--- config.mk ---
export PLATFORM = sky130hd
export DESIGN_NAME = apb_bridge_ctrl_flat
export DESIGN_NICKNAME = d
export VERILOG_FILES = /design/src/rtl/apb_bridge_ctrl_if.sv /design/src/rtl/apb_bridge_ctrl.sv /design/src/flat_wrapper.sv
export SDC_FILE = /design/constraint.sdc
export NUM_CORES = 1
export LEC_CHECK = 0
export ABC_AREA = 1
export CAP_MARGIN = 20
export CORE_UTILIZATION = 40
export DETAILED_ROUTE_END_ITERATION = 12
export PLACE_DENSITY = 0.89
export SLEW_MARGIN = 20
export SYNTH_ARGS = -nofsm -noshare
export SYNTH_HDL_FRONTEND = slang
export SYNTH_SLANG_ARGS = --single-unit
--- constraint.sdc ---
create_clock -name hclk -period 3.8 [get_ports hclk]
set_input_delay 1.14 -clock hclk [delete_from_list [all_inputs] [get_ports hclk]]
set_output_delay 1.14 -clock hclk [all_outputs]
set_load 0.05 [all_outputs]
--- src/rtl/apb_bridge_ctrl_if.sv ---
// AHB-side request/response and APB3 bus signals of the bridge, grouped as one bundle.
// master: the bridge itself; slave: the AHB requester plus the APB peripherals.
interface apb_bridge_ctrl_if #(
  parameter int ADDR_W = 32,
  parameter int DATA_W = 32,
  parameter int NSLV   = 4
);
  logic              valid;
  logic              hwrite;
  logic [ADDR_W-1:0] haddr;
  logic [DATA_W-1:0] hwdata;
  logic [DATA_W-1:0] prdata;
  logic              pready;
  logic              pslverr;
  logic [NSLV-1:0]   psel;
  logic              penable;
  logic              pwrite;
  logic [ADDR_W-1:0] paddr;
  logic [DATA_W-1:0] pwdata;
  logic [DATA_W-1:0] hrdata;
  logic [1:0]        hresp;
  logic              hready_out;

  modport master (
    input  valid, hwrite, haddr, hwdata, prdata, pready, pslverr,
    output psel, penable, pwrite, paddr, pwdata, hrdata, hresp, hready_out
  );

  modport slave (
    output valid, hwrite, haddr, hwdata, prdata, pready, pslverr,
    input  psel, penable, pwrite, paddr, pwdata, hrdata, hresp, hready_out
  );
endinterface

--- src/rtl/apb_bridge_ctrl.sv ---
// AHB-to-APB3 bridge controller: slot decode, PREADY wait states, PSLVERR and
// access timeout, two-cycle AHB ERROR response. All outputs are registered.
module apb_bridge_ctrl #(
  parameter int ADDR_W   = 32,
  parameter int DATA_W   = 32,
  parameter int NSLV     = 4,
  parameter int SLOT_LSB = 12,
  parameter int TIMEOUT  = 16
) (
  input logic               hclk,
  input logic               hresetn,
  apb_bridge_ctrl_if.master bus
);
  localparam int SW = (NSLV > 1) ? $clog2(NSLV) : 1;
  localparam int CW = (TIMEOUT > 1) ? $clog2(TIMEOUT) : 1;
  localparam logic [CW-1:0] CNT_LAST = CW'((TIMEOUT > 0) ? TIMEOUT - 1 : 0);

  typedef enum logic [2:0] {IDLE, WWAIT, SETUP, ACCESS, ERR1, ERR2} state_t;

  state_t         state;
  logic [SW-1:0]  slot_q;
  logic [CW-1:0]  cnt;
  logic [SW-1:0]  req_slot;
  logic           req_bad;

  assign req_slot = bus.haddr[SLOT_LSB +: SW];
  // Extra MSB keeps the range check meaningful when NSLV is a power of two.
  assign req_bad  = {1'b0, req_slot} >= (SW+1)'(NSLV);

  function automatic logic [NSLV-1:0] onehot(input logic [SW-1:0] s);
    return NSLV'(1) << s;
  endfunction

  always_ff @(posedge hclk or negedge hresetn) begin
    if (!hresetn) begin
      state          <= IDLE;
      slot_q         <= '0;
      cnt            <= '0;
      bus.psel       <= '0;
      bus.penable    <= 1'b0;
      bus.pwrite     <= 1'b0;
      bus.paddr      <= '0;
      bus.pwdata     <= '0;
      bus.hrdata     <= '0;
      bus.hresp      <= 2'b00;
      bus.hready_out <= 1'b1;
    end else begin
      case (state)
        IDLE, ERR2: begin
          if (bus.valid) begin
            bus.paddr      <= bus.haddr;
            bus.pwrite     <= bus.hwrite;
            slot_q         <= req_slot;
            bus.penable    <= 1'b0;
            bus.hready_out <= 1'b0;
            if (req_bad) begin
              state     <= ERR1;
              bus.psel  <= '0;
              bus.hresp <= 2'b01;
            end else if (bus.hwrite) begin
              state     <= WWAIT;
              bus.psel  <= '0;
              bus.hresp <= 2'b00;
            end else begin
              state      <= SETUP;
              bus.psel   <= onehot(req_slot);
              bus.pwdata <= '0;
              bus.hresp  <= 2'b00;
            end
          end else begin
            state          <= IDLE;
            bus.hresp      <= 2'b00;
            bus.hready_out <= 1'b1;
          end
        end
        WWAIT: begin
          bus.pwdata <= bus.hwdata;
          bus.psel   <= onehot(slot_q);
          state      <= SETUP;
        end
        SETUP: begin
          bus.penable <= 1'b1;
          cnt         <= '0;
          state       <= ACCESS;
        end
        ACCESS: begin
          if (bus.pready) begin
            bus.psel    <= '0;
            bus.penable <= 1'b0;
            if (bus.pslverr) begin
              state     <= ERR1;
              bus.hresp <= 2'b01;
            end else begin
              if (!bus.pwrite) bus.hrdata <= bus.prdata;
              state          <= IDLE;
              bus.hready_out <= 1'b1;
            end
          end else begin
            cnt <= cnt + 1'b1;
            if (TIMEOUT != 0 && cnt == CNT_LAST) begin
              bus.psel    <= '0;
              bus.penable <= 1'b0;
              bus.hresp   <= 2'b01;
              state       <= ERR1;
            end
          end
        end
        ERR1: begin
          state          <= ERR2;
          bus.hready_out <= 1'b1;
        end
        default: state <= IDLE;
      endcase
    end
  end
endmodule

--- src/flat_wrapper.sv ---
// flat-port wrapper written by rule: the top's interface ports become plain ports
module apb_bridge_ctrl_flat 
#(
  parameter int ADDR_W   = 32,
  parameter int DATA_W   = 32,
  parameter int NSLV     = 4,
  parameter int SLOT_LSB = 12,
  parameter int TIMEOUT  = 16
)
  (hclk, hresetn, bus_valid, bus_hwrite, bus_haddr, bus_hwdata, bus_prdata, bus_pready, bus_pslverr, bus_psel, bus_penable, bus_pwrite, bus_paddr, bus_pwdata, bus_hrdata, bus_hresp, bus_hready_out);
  apb_bridge_ctrl_if #(.ADDR_W(ADDR_W), .DATA_W(DATA_W), .NSLV(NSLV)) bus_i ();
  input logic hclk;
  input logic hresetn;
  input wire logic [$bits(bus_i.valid)-1:0] bus_valid;
  input wire logic [$bits(bus_i.hwrite)-1:0] bus_hwrite;
  input wire logic [$bits(bus_i.haddr)-1:0] bus_haddr;
  input wire logic [$bits(bus_i.hwdata)-1:0] bus_hwdata;
  input wire logic [$bits(bus_i.prdata)-1:0] bus_prdata;
  input wire logic [$bits(bus_i.pready)-1:0] bus_pready;
  input wire logic [$bits(bus_i.pslverr)-1:0] bus_pslverr;
  output wire logic [$bits(bus_i.psel)-1:0] bus_psel;
  output wire logic [$bits(bus_i.penable)-1:0] bus_penable;
  output wire logic [$bits(bus_i.pwrite)-1:0] bus_pwrite;
  output wire logic [$bits(bus_i.paddr)-1:0] bus_paddr;
  output wire logic [$bits(bus_i.pwdata)-1:0] bus_pwdata;
  output wire logic [$bits(bus_i.hrdata)-1:0] bus_hrdata;
  output wire logic [$bits(bus_i.hresp)-1:0] bus_hresp;
  output wire logic [$bits(bus_i.hready_out)-1:0] bus_hready_out;
  assign bus_i.valid = bus_valid;
  assign bus_i.hwrite = bus_hwrite;
  assign bus_i.haddr = bus_haddr;
  assign bus_i.hwdata = bus_hwdata;
  assign bus_i.prdata = bus_prdata;
  assign bus_i.pready = bus_pready;
  assign bus_i.pslverr = bus_pslverr;
  assign bus_psel = bus_i.psel;
  assign bus_penable = bus_i.penable;
  assign bus_pwrite = bus_i.pwrite;
  assign bus_paddr = bus_i.paddr;
  assign bus_pwdata = bus_i.pwdata;
  assign bus_hrdata = bus_i.hrdata;
  assign bus_hresp = bus_i.hresp;
  assign bus_hready_out = bus_i.hready_out;
  apb_bridge_ctrl #(.ADDR_W(ADDR_W), .DATA_W(DATA_W), .NSLV(NSLV), .SLOT_LSB(SLOT_LSB), .TIMEOUT(TIMEOUT)) u_core (.hclk(hclk), .hresetn(hresetn), .bus(bus_i));
endmodule
## Yosys cells after proc, flatten, opt, wreduce, memory -nomap -nowiden

Cells that the tools add are included.

- Logic and storage cells: 73
- Register bits after elaboration: 114
- Input bits: 102
- Output and inout bits: 105

- Multiplexer cells: 28
- Bitwise gates (word level): 2
- $add $sub $neg: 1
- Equality and inequality tests: 13
- Reductions and logical operators: 16
- Shift operators: 2

Operators by type and width:

| operator | count |
|---|---|
| 32-bit two-way mux | 2 |
| 32-bit one-hot mux with 2 select lines | 1 |
| 4-bit two-way mux | 5 |
| 3-bit one-hot mux with 5 select lines | 1 |
| 3-bit AND reduction | 5 |
| 4-bit one-hot mux with 3 select lines | 1 |
| 2-bit two-way mux | 5 |
| 2-bit != test, second input constant | 5 |
| 3-bit two-way mux | 3 |
| 3-bit nonzero test | 3 |
| 4-bit one-hot mux with 2 select lines | 1 |
| 1-bit by 2-bit << shifter with 4-bit output, first input constant | 2 |
| 3-bit by 2-bit equality test with 1-bit output, second input constant | 2 |
| 3-bit equality test, second input constant | 2 |
| 1-bit two-way mux | 6 |
| 1-bit one-hot mux with 3 select lines | 2 |
| 2-bit nonzero test | 3 |
| 4-bit by 1-bit adder with 4-bit output, second input constant | 1 |
| 4-bit equality test, second input constant | 1 |
| 2-bit one-hot mux with 2 select lines | 1 |
| 2-bit AND reduction | 2 |
| 4-bit AND reduction | 1 |
| 3-bit by 1-bit equality test with 1-bit output, second input constant | 1 |
| 3-bit logical NOT | 1 |
| other kinds (4) | 5 |

## Longest topological paths before layout

- Depth in word-level cells: 4
- Gate-level depth with buffers: 9
- Gate-level depth less buffers: 8

## Worst setup path after synthesis

Ideal clock, no wire load.

- Path kind: input-to-reg
- Start: input bus_pready
- End: register u_core.bus.hrdata[0]
- Library setup time: 123 ps
- Cell stages on the path: 6
- Buffers on the path: 1
- Slack: 1,864 ps
- Data required time: 3,677 ps
- Arrival time: 1,813 ps
- Cells stage by stage: inv_1 > nor2_1 > nand2_2 > clkbuf_1 > o21ai_0 > nand2_1

- Longest elaborated chain between the ends: 1

Ends and longest elaborated chain:

| element | line | text |
|---|---|---|
| start, declared | flat_wrapper.sv:19 | `input wire logic [$bits(bus_i.pready)-1:0] bus_pready;` |
| 4-bit AND reduction (no source line) | -- |  |
| end signal, assigned | apb_bridge_ctrl.sv:94 | `if (!bus.pwrite) bus.hrdata <= bus.prdata;` |
| end, declared | apb_bridge_ctrl_if.sv:26 | `output psel, penable, pwrite, paddr, pwdata, hrdata, hresp, hready_out` |

No other way between the ends.
A chain may end at the register's enable or synchronous reset.

## Worst setup path after layout

- Start: register u_core.bus.hready_out
- End: output bus_hready_out

RTL lines:

| element | line | text |
|---|---|---|
| start, declared | apb_bridge_ctrl_if.sv:26 |  |
| start signal, assigned | apb_bridge_ctrl.sv:46 | `bus.hready_out <= 1'b1;` |
| start signal, assigned | apb_bridge_ctrl.sv:55 | `bus.hready_out <= 1'b0;` |
| start signal, assigned | apb_bridge_ctrl.sv:73 | `bus.hready_out <= 1'b1;` |
| end, declared | flat_wrapper.sv:28 | `output wire logic [$bits(bus_i.hready_out)-1:0] bus_hready_out;` |

No word-level cell between the ends.

==> run summary <==
core area - 10900 sq um
post-route ant nets - 0
Buffers on Ports - 205
Worst Path Max Fanout - 2
gr usage total - 20.3%
logic depth of the worst path, buffers included - 1
Peak VDD IR - 0.000571 V
first-pass GRT wire length - 18.7 mm
CTS H-tree depth - 3
First-pass DRT Iterations - 4
Avg WL per Cell - 13.6 um
Synth top area share - 61.0%
Leak - 3.44 nW
FF/Latch Area - 2780 sq um
multi-input combinational cell area - 1550 sq um
die area - 11700 sq um
CP Launch Type - flop
fin nets - 830
kind of critical path - flop to primary output
die width - 108 um
fillers - 895
largest net degree at the start of global routing - 58
Worst-path clk slew - 0.07 ns
Req. time, crit path - 2.66 ns
Mean Syn Cell Area - 8.54 sq um
FF-to-FF path depth - 9
CP Data Arrival Time - 1.67 ns
share of post-route cells with drive strength above 1 - 4.51%
count of final setup violators - 0
Initial Utilization - 41.2%
most frequent cells in the layout - nand2_1 (296), clkdlybuf4s50_1 (204), dfrtp_1 (110), o21ai_0 (37), nand3_1 (15)
setup TNS - 0 ns
fmax - 356 MHz
vias per cell - 4.71
Tot Pwr - 7.15 mW
cts hold-fix bufs - 0
root buffer cell - clkbuf_16
GR Layer Usage met2 - 35.0%
GR Util met1 - 25.1%
actual slew at the worst max-slew pin - 0.801 ns
most common cell after layout, fill and taps aside - nand2_1
post-synth top area cell - dfrtp_1
clk sinks - 111
drt total wl - 11.8 mm
cells after synthesis - 528
CTS tree - built
total I/O pin count - 207
post-synthesis cell area - 4510 sq um
max cap viols - 0
diode count - 0
critical path endpoint category - primary output
run status - completed
Setup Skew - 0.00665 ns
syn_nets - 631
DR DRC count - 0
RD Place Congestion - 0.786
Top delay family on crit path - buffers and inverters
RSZ-0062 raised after global routing - false
hpwl dp - 8.79 mm
detailed router's first-iteration violation count - 273
GR Overflow Total - 0
leading post-synthesis cells by cell area - dfrtp_1 (61%), nand2_1 (25%), o21ai_0 (4.1%), nand3_1 (1.7%), buf_4 (1.2%)
R2R Setup Slk - 1.64 ns
fin. max-slew vios - 0
clock tree buffer depth - 2
vias - 4111
FP Rows - 38
initial antenna violation count - 0
Skew-Pair Late Insertion Delay - 0.34 ns
PostCTS Resize Cnt - 0
CTS Buf Count - 9
FF+latch count, synth - 111
worst hold margin - 0.472 ns
Layout area overhead - 55.3%
number of global-route vias before repair - 4068
grt met3 use - 4.16%
critical-path cell list - clkdlybuf4s50_1
PD cells - 1020 nW/um^2
worst-path cell with the longest stage delay - clkdlybuf4s50_1
register area share after synthesis - 61.6%
minimum clock period - 2.81 ns
crit-path max cell delay - 0.80 ns
Yosys warning total - 0
Distinct cells, synth - 20
busiest grt layer - met2
min-delay worst type - flop to flop
relative slew slack - 46.5%
post-CTS setup buffer count - 0
final period utilization - 74.0%
Critical path buffers and inverters - 1
Die H - 108 um
Final Hold Vio Count - 0
Hold Path Depth - 2
[Yosys cell counts]
master    number
o21bai_1       1
nand4_1        8
nor2_1         9
buf_4          7
buf_2          4
conb_1         1
inv_2          2
nand2_2        3
nand3_1       15
ha_1           1
clkbuf_1      12
a21oi_1        2
nor2_4         3
o21ai_0       37
a31oi_1        1
nand2_1      296
nor2_2         1
inv_1         14
dfstp_2        1
dfrtp_1      110
[path summary, 6_finish.rpt]
check	start	endpoint
setup / recovery	u_core.bus.hready_out	bus_hready_out
hold reg to reg	u_core.bus.pwdata[27]	u_core.bus.pwdata[27]
min in group asynchronous	hresetn	u_core.bus.pwdata[11]
max in group asynchronous	hresetn	u_core.bus.hready_out
setup reg to reg	u_core.state[2]	u_core.bus.pwdata[2]
hold / removal	u_core.bus.pwdata[27]	u_core.bus.pwdata[27]
[logic make-up (layout without fill, tap and decap cells)]
logic type | Yosys count | in the layout | synth area share [%]
AOI/OAI and AO/OA | 41 | 41 | 4.63
adders and majority gates | 1 | 1 | 0.277
buffers and inverters | 39 | 243 | 3.94
DFF | 111 | 111 | 61.6
other | 1 | 1 | 0.0831
and+or+nand+nor | 335 | 335 | 29.5
[power breakdown]
part	internal (mW)	total [mW]	switching (mW)
Combinational	1.26	4.09	2.83
Sequential	1.72	2.05	0.329
Clock	0.599	1.01	0.410
Total	3.58	7.15	3.57
[per-layer routing]
layer | wire, um | up-vias
li1 | - | 2035
met1 | 4870 | 1894
met2 | 5920 | 167
met3 | 841 | 15
met4 | 181 | 0
met5 | 0 | -
[area by class of cell]
class / count / share of cell area (%)
multi-input cells: 378 / 22.2
clock buffers: 10 / 3.41
inverters: 16 / 0.857
well taps: 140 / 2.50
flip-flops and latches: 111 / 39.7
repair buffers: 211 / 30.1
clock inverters: 6 / 1.32
[worst reg2reg max path: stages (launching register included)]
cell     delay [ns]
dfrtp_1        0.46
inv_2          0.11
nand2_2        0.12
nor2_4         0.64
inv_1          0.16
nand2_1        0.11
nand2_1        0.05
buf_4          0.23
nand2_1        0.11
nand2_1        0.06
[flip-flops by register name, indices dropped and copies added (netlist names)]
| name | cells |
|---|---|
| u_core.cnt | 4 |
| u_core.bus.hresp | 1 |
| u_core.bus.hrdata | 32 |
| u_core.bus.paddr | 31 |
| u_core.bus.psel | 4 |
| u_core.bus.hready_out | 1 |
| u_core.state | 3 |
| u_core.bus.pwdata | 32 |
| u_core.slot_q | 1 |
| u_core.bus.pwrite | 1 |
| u_core.bus.penable | 1 |
[per-stage QoR]
step | setup slack, ns | utilization, % | cell area (sq um) | cells
2_1_floorplan | 1.86 | - | 4510 | 528
3_3_place_gp | 1.13 | 61.0 | 6680 | 856
3_5_place_dp | 1.01 | 61.0 | 6680 | 856
4_1_cts | 0.975 | 64.1 | 7010 | 872
5_1_grt | 0.949 | 64.1 | 7010 | 872
6_report | 0.989 | 64.1 | 7010 | 872
Note: power is estimated with default switching activity, not from simulation.
